**config.mk**
```make
export PLATFORM = sky130hd
export DESIGN_NAME = ide_pio_timing_flat
export DESIGN_NICKNAME = d
export VERILOG_FILES = /design/src/rtl/ide_pio_pkg.sv /design/src/rtl/ide_pio_timing_if.sv /design/src/rtl/ide_phase_timer.sv /design/src/rtl/ide_pio_timing.sv /design/src/flat_wrapper.sv
export SDC_FILE = /design/constraint.sdc
export NUM_CORES = 1
export LEC_CHECK = 0
export ABC_AREA = 1
export CAP_MARGIN = 15
export CORE_ASPECT_RATIO = 0.7
export CORE_MARGIN = 2
export CORE_UTILIZATION = 45
export DETAILED_ROUTE_END_ITERATION = 16
export MAX_ROUTING_LAYER = met4
export SYNTH_ARGS = -nofsm -noshare
export SYNTH_HDL_FRONTEND = slang
export SYNTH_SLANG_ARGS = --single-unit
```
**constraint.sdc**
```tcl
create_clock -name clk -period 1.6 [get_ports clk]
set_input_delay 0.4 -clock clk [delete_from_list [all_inputs] [get_ports clk]]
set_output_delay 0.4 -clock clk [all_outputs]
set_load 0.1 [all_outputs]
```
**src/rtl/ide_pio_pkg.sv**
```systemverilog
// ide_pio_pkg: shared definitions for the IDE PIO strobe sequencer.
//   - FSM state encodings (IDLE..RECOVER)
//   - counter widths: 8-bit phase timer, 12-bit IORDY wait counter
//   - default phase timings (PIO mode 0 at MEMCLK)
//   - latched request record and a phase-timer load helper
package ide_pio_pkg;

    localparam int PHASE_W = 8;
    localparam int WAIT_W  = 12;

    localparam logic [2:0] ST_IDLE     = 3'd0;
    localparam logic [2:0] ST_SETUP    = 3'd1;
    localparam logic [2:0] ST_ACTIVE   = 3'd2;
    localparam logic [2:0] ST_WAIT_END = 3'd3;
    localparam logic [2:0] ST_RECOVER  = 3'd4;

    // PIO mode 0 timings in MEMCLK cycles
    localparam int unsigned DEF_T_SETUP       = 2;
    localparam int unsigned DEF_T_ACTIVE      = 8;
    localparam int unsigned DEF_T_RECOVER     = 6;
    localparam int unsigned DEF_IORDY_TIMEOUT = 1024;

    // Captured at cycle start; later changes on the bus are ignored.
    typedef struct packed {
        logic rw;      // 1 = read
        logic cs_sel;  // 0 = CS1, 1 = CS2
    } pio_req_t;

    // The timer counts down to zero inclusive, so an N-cycle phase loads N-1.
    function automatic logic [PHASE_W-1:0] phase_load(input int unsigned cycles);
        return PHASE_W'(cycles - 1);
    endfunction

endpackage

```
**src/rtl/ide_pio_timing_if.sv**
```systemverilog
// ide_pio_timing_if: bus between the Zorro II side / IDE decode and the
// PIO sequencer, plus the IDE drive-side strobes.
//   master : drives decoded access, synced Z2 strobes, cs_sel, IORDY
//   slave  : the sequencer; drives CS, IOR/IOW, buffer enable, DTACK, timeout
interface ide_pio_timing_if;

    logic ide_access;
    logic as_n;
    logic ds_n;
    logic rw;
    logic cs_sel;
    logic iordy;

    logic idecs1_n;
    logic idecs2_n;
    logic ior_n;
    logic iow_n;
    logic buf_oe_n;
    logic dtack;
    logic iordy_timeout;

    modport master (
        output ide_access, as_n, ds_n, rw, cs_sel, iordy,
        input  idecs1_n, idecs2_n, ior_n, iow_n, buf_oe_n, dtack, iordy_timeout
    );

    modport slave (
        input  ide_access, as_n, ds_n, rw, cs_sel, iordy,
        output idecs1_n, idecs2_n, ior_n, iow_n, buf_oe_n, dtack, iordy_timeout
    );

endinterface

```
**src/rtl/ide_phase_timer.sv**
```systemverilog
// ide_phase_timer: loadable down-counter shared by SETUP/ACTIVE/RECOVER.
//   clk, reset : MEMCLK, synchronous active-high reset
//   load       : load load_val (wins over dec)
//   dec        : decrement, saturating at zero
//   zero       : count has reached zero
module ide_phase_timer
    import ide_pio_pkg::*;
(
    input  logic               clk,
    input  logic               reset,
    input  logic               load,
    input  logic [PHASE_W-1:0] load_val,
    input  logic               dec,
    output logic               zero
);

    logic [PHASE_W-1:0] count;

    always_ff @(posedge clk) begin
        if (reset)
            count <= '0;
        else if (load)
            count <= load_val;
        else if (dec && count != '0)
            count <= count - 1'b1;
    end

    assign zero = (count == '0);

endmodule

```
**src/rtl/ide_pio_timing.sv**
```systemverilog
// ide_pio_timing: ATA PIO strobe/timing sequencer in the MEMCLK domain.
//   clk, reset : MEMCLK, synchronous active-high reset
//   bus        : slave side of ide_pio_timing_if
//     in : ide_access, as_n, ds_n, rw, cs_sel, iordy
//     out: idecs1_n, idecs2_n, ior_n, iow_n, buf_oe_n, dtack, iordy_timeout
// Cycle: IDLE -> SETUP (CS low) -> ACTIVE (strobe low, IORDY wait)
//        -> WAIT_END (dtack until AS_n rises) -> RECOVER -> IDLE.
// All outputs are registered.
module ide_pio_timing
    import ide_pio_pkg::*;
#(
    parameter int unsigned T_SETUP       = DEF_T_SETUP,
    parameter int unsigned T_ACTIVE      = DEF_T_ACTIVE,
    parameter int unsigned T_RECOVER     = DEF_T_RECOVER,
    parameter int unsigned IORDY_TIMEOUT = DEF_IORDY_TIMEOUT
) (
    input logic             clk,
    input logic             reset,
    ide_pio_timing_if.slave bus
);

    logic [2:0]        state, state_nxt;
    pio_req_t          req_q, req_nxt;
    logic [WAIT_W-1:0] wait_q, wait_nxt;

    logic cs1_n_q, cs2_n_q, ior_n_q, iow_n_q, oe_n_q, dtack_q, tmo_q;
    logic cs1_n_nxt, cs2_n_nxt, ior_n_nxt, iow_n_nxt, oe_n_nxt, dtack_nxt, tmo_nxt;

    logic               tmr_load, tmr_dec, tmr_zero;
    logic [PHASE_W-1:0] tmr_val;

    logic start, to_recover, active_done, in_cycle_nxt;

    assign start = bus.ide_access & ~bus.as_n & ~bus.ds_n;

    ide_phase_timer u_timer (
        .clk      (clk),
        .reset    (reset),
        .load     (tmr_load),
        .load_val (tmr_val),
        .dec      (tmr_dec),
        .zero     (tmr_zero)
    );

    always_comb begin
        state_nxt   = state;
        req_nxt     = req_q;
        wait_nxt    = wait_q;
        ior_n_nxt   = ior_n_q;
        iow_n_nxt   = iow_n_q;
        dtack_nxt   = dtack_q;
        tmo_nxt     = 1'b0;
        tmr_load    = 1'b0;
        tmr_dec     = 1'b0;
        tmr_val     = '0;
        to_recover  = 1'b0;
        active_done = 1'b0;

        case (state)
            ST_IDLE: begin
                if (start) begin
                    req_nxt.rw     = bus.rw;
                    req_nxt.cs_sel = bus.cs_sel;
                    wait_nxt       = '0;
                    tmr_load       = 1'b1;
                    tmr_val        = phase_load(T_SETUP);
                    state_nxt      = ST_SETUP;
                end
            end
            ST_SETUP: begin
                if (bus.as_n)
                    to_recover = 1'b1;
                else if (tmr_zero) begin
                    ior_n_nxt = ~req_q.rw;
                    iow_n_nxt = req_q.rw;
                    tmr_load  = 1'b1;
                    tmr_val   = phase_load(T_ACTIVE);
                    state_nxt = ST_ACTIVE;
                end else
                    tmr_dec = 1'b1;
            end
            ST_ACTIVE: begin
                if (bus.as_n)
                    to_recover = 1'b1;
                else if (!tmr_zero)
                    tmr_dec = 1'b1;
                else if (bus.iordy)
                    active_done = 1'b1;
                else if (wait_q == WAIT_W'(IORDY_TIMEOUT)) begin
                    // Drive never came ready: finish the cycle anyway.
                    tmo_nxt     = 1'b1;
                    active_done = 1'b1;
                end else
                    wait_nxt = wait_q + 1'b1;
            end
            ST_WAIT_END: begin
                if (bus.as_n)
                    to_recover = 1'b1;
            end
            ST_RECOVER: begin
                if (tmr_zero)
                    state_nxt = ST_IDLE;
                else
                    tmr_dec = 1'b1;
            end
            default: state_nxt = ST_IDLE;
        endcase

        // Write data is held by CS and the buffer, so IOW can end early;
        // IOR stays low so read data remains valid through the buffer.
        if (active_done) begin
            dtack_nxt = 1'b1;
            iow_n_nxt = 1'b1;
            state_nxt = ST_WAIT_END;
        end

        // Normal end and abort share the same teardown.
        if (to_recover) begin
            ior_n_nxt = 1'b1;
            iow_n_nxt = 1'b1;
            dtack_nxt = 1'b0;
            tmr_load  = 1'b1;
            tmr_val   = phase_load(T_RECOVER);
            state_nxt = ST_RECOVER;
        end

        // CS and buffer enable follow the state, so only one CS can ever be low
        // and strobes are always inside the CS window.
        in_cycle_nxt = (state_nxt == ST_SETUP) || (state_nxt == ST_ACTIVE) ||
                       (state_nxt == ST_WAIT_END);
        cs1_n_nxt    = ~(in_cycle_nxt & ~req_nxt.cs_sel);
        cs2_n_nxt    = ~(in_cycle_nxt &  req_nxt.cs_sel);
        oe_n_nxt     = ~in_cycle_nxt;
    end

    always_ff @(posedge clk) begin
        if (reset) begin
            state   <= ST_IDLE;
            req_q   <= '0;
            wait_q  <= '0;
            cs1_n_q <= 1'b1;
            cs2_n_q <= 1'b1;
            ior_n_q <= 1'b1;
            iow_n_q <= 1'b1;
            oe_n_q  <= 1'b1;
            dtack_q <= 1'b0;
            tmo_q   <= 1'b0;
        end else begin
            state   <= state_nxt;
            req_q   <= req_nxt;
            wait_q  <= wait_nxt;
            cs1_n_q <= cs1_n_nxt;
            cs2_n_q <= cs2_n_nxt;
            ior_n_q <= ior_n_nxt;
            iow_n_q <= iow_n_nxt;
            oe_n_q  <= oe_n_nxt;
            dtack_q <= dtack_nxt;
            tmo_q   <= tmo_nxt;
        end
    end

    assign bus.idecs1_n      = cs1_n_q;
    assign bus.idecs2_n      = cs2_n_q;
    assign bus.ior_n         = ior_n_q;
    assign bus.iow_n         = iow_n_q;
    assign bus.buf_oe_n      = oe_n_q;
    assign bus.dtack         = dtack_q;
    assign bus.iordy_timeout = tmo_q;

endmodule

```
**src/flat_wrapper.sv**
```systemverilog
// flat-port wrapper written by rule: the top's interface ports become plain ports
module ide_pio_timing_flat import ide_pio_pkg::*;
#(
    parameter int unsigned T_SETUP       = DEF_T_SETUP,
    parameter int unsigned T_ACTIVE      = DEF_T_ACTIVE,
    parameter int unsigned T_RECOVER     = DEF_T_RECOVER,
    parameter int unsigned IORDY_TIMEOUT = DEF_IORDY_TIMEOUT
)
  (clk, reset, bus_ide_access, bus_as_n, bus_ds_n, bus_rw, bus_cs_sel, bus_iordy, bus_idecs1_n, bus_idecs2_n, bus_ior_n, bus_iow_n, bus_buf_oe_n, bus_dtack, bus_iordy_timeout);
  ide_pio_timing_if bus_i ();
  input logic clk;
  input logic reset;
  input wire logic [$bits(bus_i.ide_access)-1:0] bus_ide_access;
  input wire logic [$bits(bus_i.as_n)-1:0] bus_as_n;
  input wire logic [$bits(bus_i.ds_n)-1:0] bus_ds_n;
  input wire logic [$bits(bus_i.rw)-1:0] bus_rw;
  input wire logic [$bits(bus_i.cs_sel)-1:0] bus_cs_sel;
  input wire logic [$bits(bus_i.iordy)-1:0] bus_iordy;
  output wire logic [$bits(bus_i.idecs1_n)-1:0] bus_idecs1_n;
  output wire logic [$bits(bus_i.idecs2_n)-1:0] bus_idecs2_n;
  output wire logic [$bits(bus_i.ior_n)-1:0] bus_ior_n;
  output wire logic [$bits(bus_i.iow_n)-1:0] bus_iow_n;
  output wire logic [$bits(bus_i.buf_oe_n)-1:0] bus_buf_oe_n;
  output wire logic [$bits(bus_i.dtack)-1:0] bus_dtack;
  output wire logic [$bits(bus_i.iordy_timeout)-1:0] bus_iordy_timeout;
  assign bus_i.ide_access = bus_ide_access;
  assign bus_i.as_n = bus_as_n;
  assign bus_i.ds_n = bus_ds_n;
  assign bus_i.rw = bus_rw;
  assign bus_i.cs_sel = bus_cs_sel;
  assign bus_i.iordy = bus_iordy;
  assign bus_idecs1_n = bus_i.idecs1_n;
  assign bus_idecs2_n = bus_i.idecs2_n;
  assign bus_ior_n = bus_i.ior_n;
  assign bus_iow_n = bus_i.iow_n;
  assign bus_buf_oe_n = bus_i.buf_oe_n;
  assign bus_dtack = bus_i.dtack;
  assign bus_iordy_timeout = bus_i.iordy_timeout;
  ide_pio_timing #(.T_SETUP(T_SETUP), .T_ACTIVE(T_ACTIVE), .T_RECOVER(T_RECOVER), .IORDY_TIMEOUT(IORDY_TIMEOUT)) u_core (.clk(clk), .reset(reset), .bus(bus_i));
endmodule
```
==> Word-level counts from Yosys, hierarchy flattened <==
Cells that the tools add are included.
{ "classes": {"addsub": 2, "eq_ne": 13, "n_mux": 37, "bitwise": 13, "reduce_logical": 17} }
{ "op_table": {"columns": ["cell", "count"], "rows": [
  ["$mux W12", 5],
  ["$mux W8", 4],
  ["$pmux W12 S2", 1],
  ["$mux W3", 7],
  ["$mux W1", 16],
  ["$pmux W8 S2", 1],
  ["$add A12 B1 Y12 const B", 1],
  ["$eq A12 B11 Y1 const B", 1],
  ["$eq A3 B2 Y1 const B", 4],
  ["$pmux W3 S4", 1],
  ["$not A1 Y1", 9],
  ["$logic_not A8 Y1", 1],
  ["$reduce_bool A8 Y1", 1],
  ["$sub A8 B1 Y8 const B", 1],
  ["$eq A3 B1 Y1 const B", 2],
  ["$ne A2 B2 Y1 const B", 3],
  ["$reduce_and A6 Y1", 1],
  ["$reduce_or A2 Y1", 3],
  ["$reduce_or A3 Y1", 2],
  ["$reduce_or A5 Y1", 1],
  ["$and A1 B1 Y1", 4],
  ["$ne A2 B1 Y1 const B", 2],
  ["$pmux W1 S2", 2],
  ["$reduce_bool A2 Y1", 2],
  ["other kinds (6)", 7]
]} }
{ "totals": {"ff_bits": 32, "input_bits": 8, "out_inout_bits": 7, "wordCells": 94} }

==> Logic depth before layout (Yosys ltp) <==
{ "logic_depth": {"word_depth": 13, "ltp_mapped": 11, "mapped_depth_nobuf": 11} }

==> By module <==
A second synthesis with hierarchy kept.
{ "unflattened": {"cells_unflattened": 316, "area_unflattened_um2": 1945.6} }
{ "by_module_without_submodules": {"columns": ["module", "instances", "cells_per_inst", "area_per_inst_um2", "seq_area_each_um2"], "rows": [
  ["ide_pio_timing", 1, 212, 1345.0, 480.5],
  ["ide_phase_timer", 1, 104, 600.6, 160.2]
]} }

==> Worst setup path after synthesis <==
No wires, ideal clock.
{ "synth_path": {"kind": "register -> register", "startpoint": "reg u_core.u_timer.count[0]", "endpoint": "reg u_core.u_timer.count[1]", "setup_time_ns": 0.128, "arrival_time_ns": 1.381, "required_time_ns": 1.472, "slack_ns": 0.092, "stages_incl_launch_ff": 11, "n_path_buf": 0, "synth_period_minus_slack_ns": 1.508, "cell_sequence": "dfxtp_1 > inv_1 > ha_1 > nand2_1 > nor2_4 > nand3_1 > nand3_2 > nor2_2 > nand2_1 > nand2_1 > nor2_1"} }
{ "synth_via": {"elab_chain_cells": 6, "elab_cells_between_ends": 18, "cone_classes": "1 x add/sub; 13 x mux; 4 x reduce/logical"} }
{ "synth_rtl": {"columns": ["item", "line", "rtl"], "rows": [
  ["start: declaration", "ide_phase_timer.sv:17", "logic [PHASE_W-1:0] count;"],
  ["start signal: assignment", "ide_phase_timer.sv:23", "count <= load_val;"],
  ["start signal: assignment", "ide_phase_timer.sv:25", "count <= count - 1'b1;"],
  ["$logic_not A8 Y1", "ide_phase_timer.sv:28", "assign zero = (count == '0);"],
  ["$mux W3, or another cell as far along", "ide_pio_timing.sv:73", "else if (tmr_zero) begin"],
  ["$mux W8 or $mux W1 (tied branches)", "ide_pio_timing.sv:71", "if (bus.as_n)"],
  ["$pmux W8 S2 or $pmux W1 S2 (tied branches)", "ide_pio_timing.sv:59", "case (state)"],
  ["$mux W8, or another cell as far along", "ide_pio_timing.sv:118", "if (to_recover) begin"],
  ["$mux W8 or $reduce_bool A2 Y1 (tied branches)", null, null]
]} }
Several ways; a longest one is shown, not always the timed one. The select of a mux whose other input is x is not followed.
A chain may end at the register's enable or synchronous reset.

==> Final worst setup path <==
{ "layout_path": {"startpoint": "reg u_core.u_timer.count[0]", "endpoint": "reg u_core.wait_q[8]"} }
{ "layout_via": {"elab_chain_cells": 3} }
{ "layout_rtl": {"columns": ["item", "line", "rtl"], "rows": [
  ["$logic_not A8 Y1", "ide_phase_timer.sv:28", null],
  ["$ne A2 B1 Y1 (no line)", null, null],
  ["$reduce_and A6 Y1 (no line)", null, null],
  ["end signal: assignment", "ide_pio_timing.sv:151", "wait_q <= wait_nxt;"],
  ["end: declaration", "ide_pio_timing.sv:24", "logic [WAIT_W-1:0] wait_q, wait_nxt;"]
]} }
Every way passes these cells.

==> results.toml <==
[power]
total_power_w = 0.002065
p_per_area_mw_per_mm2 = 834.5
irDropWorstVdd_uv = 503.7
power.leakage_nw = 1.075

[synth]
synth_seq_area_share_pct = 35.12
synth_mux_area_share_pct = 0
synth-async-reset-ratio_pct = 0
synth_ff_type = "dfxtp_1"
synth_compound_area_share_pct = 8.916
synth-simple-area-share_pct = 40.26
synth_top_family_by_area = "simple AND/OR/NAND/NOR gates"
syn_nets = 283
yosysWarnings = 0
syn_area_mm2 = 0.001824
synth-edff-count = 0
synth_fa_ha_area_share_pct = 2.058
synth_area_per_cell_um2 = 6.707
synth-seq-cells = 32
syn_inst = 272
synth-xor-area-share_pct = 4.321
synth.distinct_cells = 33

[critical_path]
cp.arrival_ns = 1.71
required_ns = 1.78
r2r_cells = 10
cp-start-kind = "flip-flop"
cp_max_fo = 5
crit_buf_inv = 2
crit_chain = "inv_2 -> ha_4 -> nand2_2 -> nor2_4 -> nand2_2 -> nor2_4 -> nand2_4 -> buf_4 -> nand3_1 -> a21oi_2"
path_class = "flip-flop to flip-flop"
rrSetupSlack_ns = 0.08
r2r_start = "u_core.u_timer.count[0]$_SDFFE_PP0P_"
end_kind = "flip-flop"
slowest_delay_ns = 0.32
cp-startpoint = "u_core.u_timer.count[0]$_SDFFE_PP0P_"
critPathSlowestCell = "dfxtp_1"
r2r_end = "u_core.wait_q[8]$_SDFFE_PP0P_"
cp_top_family = "simple AND/OR/NAND/NOR gates"

[floorplanning]
dieArea_mm2 = 0.004587
die_x_um = 80.10
io_pins = 15
initial_utilization_pct = 46.79
core_mm2 = 0.003899
placementRows = 19
die_h_um = 57.27

[global_routing]
antenna_found_initial = 0
grt_use_total_pct = 21.99
grt_pass1_wl_um = 7479
grt_max_degree = 14
overflow = 0
grt_pass1_vias = 1646

[detailed_routing]
via_per_inst = 4.729
drc = 0
drtIter0Drc = 74
dr_total_vias = 1764
ant_nets = 0
routed_wl_um = 4397
avgRoutedWirePerCell_um = 11.79
dr.pass1.iters = 4

[sta]
min_period_over_period_pct = 95.29
tightestPinTransition_ns = 0.3712
setup_violations = 0
finClkSkew_ns = 0.002616
hold_viol = 0
min_period_ns = 1.525
maxSlewViolCount = 0
layout_setup_ws_ns = 0.07532
relSlewSlack_pct = 74.99
fmaxAchievable_ghz = 0.6559
hold-worst-slack_ns = 0.4784

[clock_network]
numClockSinks = 32
htree_num_levels = 2
cts_tree = "done"
clk_pin_slew_worst_paths_ns = 0.06
cts_buffer_depth = 2
root_buffer = "clkbuf_8"
numCtsBuffers = 5
clock_latency_ns = 0.29
ctsHoldBuffers = 0

[job]
cap_violations = 0

[final_layout]
fin_util_pct = 63.48
num-fill-cells = 355
drive_gt1_share_pct = 25.23
antennaDiodeCount = 0
final_net_count = 331
syn_to_final_growth_pct = 35.67

[place]
place_hpwl_um = 3294
globalplace.congestion = 0.8759
pre_cts_slack_ns = -0.2933
numPortBuffers = 14

[hold_path]
min_from = "u_core.u_timer.count[7]$_SDFFE_PP0P_"
holdPathStages = 2
worstHoldEndpoint = "u_core.u_timer.count[7]$_SDFFE_PP0P_"
min_path_type = "flip-flop to flip-flop"

[outcome]
status = "complete, no violations"
[what timing repair did]
item / 4_1_cts / 5_1_grt
hold endpoints to repair: 0 / 0
buffers inserted: 0 / 1
cloned: 0 / 1
pin swaps: 1 / 6
resized for setup: 1 / 24
setup endpoints to repair: 2 / 24
[registers in the layout, indices dropped and copies added, names as in the netlist]
register / cells
u_core.wait_q: 12
u_core.u_timer.count: 8
u_core.state: 3
u_core.req_q: 2
u_core.bus.buf_oe_n: 1
u_core.bus.dtack: 1
u_core.bus.idecs1_n: 1
u_core.bus.idecs2_n: 1
u_core.bus.ior_n: 1
u_core.bus.iordy_timeout: 1
u_core.bus.iow_n: 1
[final cells by class]
cell class	instances	area, um^2	area share [%]
Clock buffer	8	90.09	3.640
Timing Repair Buffer	46	456.7	18.45
Tap cell	52	65.06	2.629
Inverter	36	135.1	5.460
Multi-Input combinational cell	199	1084	43.78
Sequential cell	32	644.4	26.04
[worst max path at each step]
stage / endpoint / slack, ns / cells after the start
floorplan: u_core.u_timer.count[1]$_SDFFE_PP0P_ / 0.09 / 10
detailed placement: u_core.bus.idecs2_n$_SDFF_PP1_ / -0.29 / 8
global placement: u_core.bus.idecs2_n$_SDFF_PP1_ / -0.25 / 8
finish: u_core.wait_q[8]$_SDFFE_PP0P_ / 0.08 / 10
CTS: u_core.bus.idecs2_n$_SDFF_PP1_ / 0.02 / 8
global route: u_core.wait_q[10]$_SDFFE_PP0P_ / -0.03 / 10
[cells by family after synthesis]
group / Yosys count
and+or+nand+nor: 155
AOI/OAI and AO/OA: 31
xor gates and xnor gates: 9
buffers and inverters: 42
DFF: 32
adders and majority gates: 3
[layer usage]
layer / GRT usage (%) / share of wire (%) / routed length (um)
met1: 31.52 / 54 / 2363
met2: 30.12 / 40 / 1741
met3: 5.538 / 5.3 / 232
met4: 7.264 / 1.3 / 59
met5: - / 0 / 0
[metrics by stage]
stage          instance area (um^2)  setup TNS [ns]  std cells
2_1_floorplan                  1824               0        272
3_3_place_gp                   2297          -5.300        363
3_5_place_dp                   2297          -5.890        363
4_1_cts                        2392               0        371
5_1_grt                        2475         -0.1349        373
6_report                       2475               0        373
[layout by cell type (no fill, tap or decap), types with 7 or more instances in the layout]
master / n
nand3_1: 24
buf_12: 7
xor2_1: 8
inv_1: 28
nor2_1: 44
o21ai_0: 8
inv_2: 8
dfxtp_1: 29
a21oi_1: 17
nand2_1: 52
buf_4: 31
[tightest hold or removal path: cells and delay by family (launching register included)]
kind | cells | cell delay [ns]
flops | 1 | 0.32
simple gates | 1 | 0.06
compound gates | 1 | 0.05
[cell usage after synthesis (4+ instances only)]
cell	count	share of area, %
xor2_1	8	3.8
o21ai_0	9	2.5
nor2_1	47	9.7
nor3_1	4	1.1
nand4_1	4	1.4
a21oi_1	19	5.2
nand2_2	5	1.7
dfxtp_1	32	35
nand3_1	25	6.9
inv_1	33	6.8
nand2_1	53	11
[where the power goes]
group	total [W]	leakage [nW]	switching [W]	internal (W)
registers	0.000860	0.261	0.0000268	0.000833
logic	0.000565	0.769	0.000327	0.000238
clock network	0.000641	0.0455	0.000290	0.000350
(Power assumes the default switching activity.)
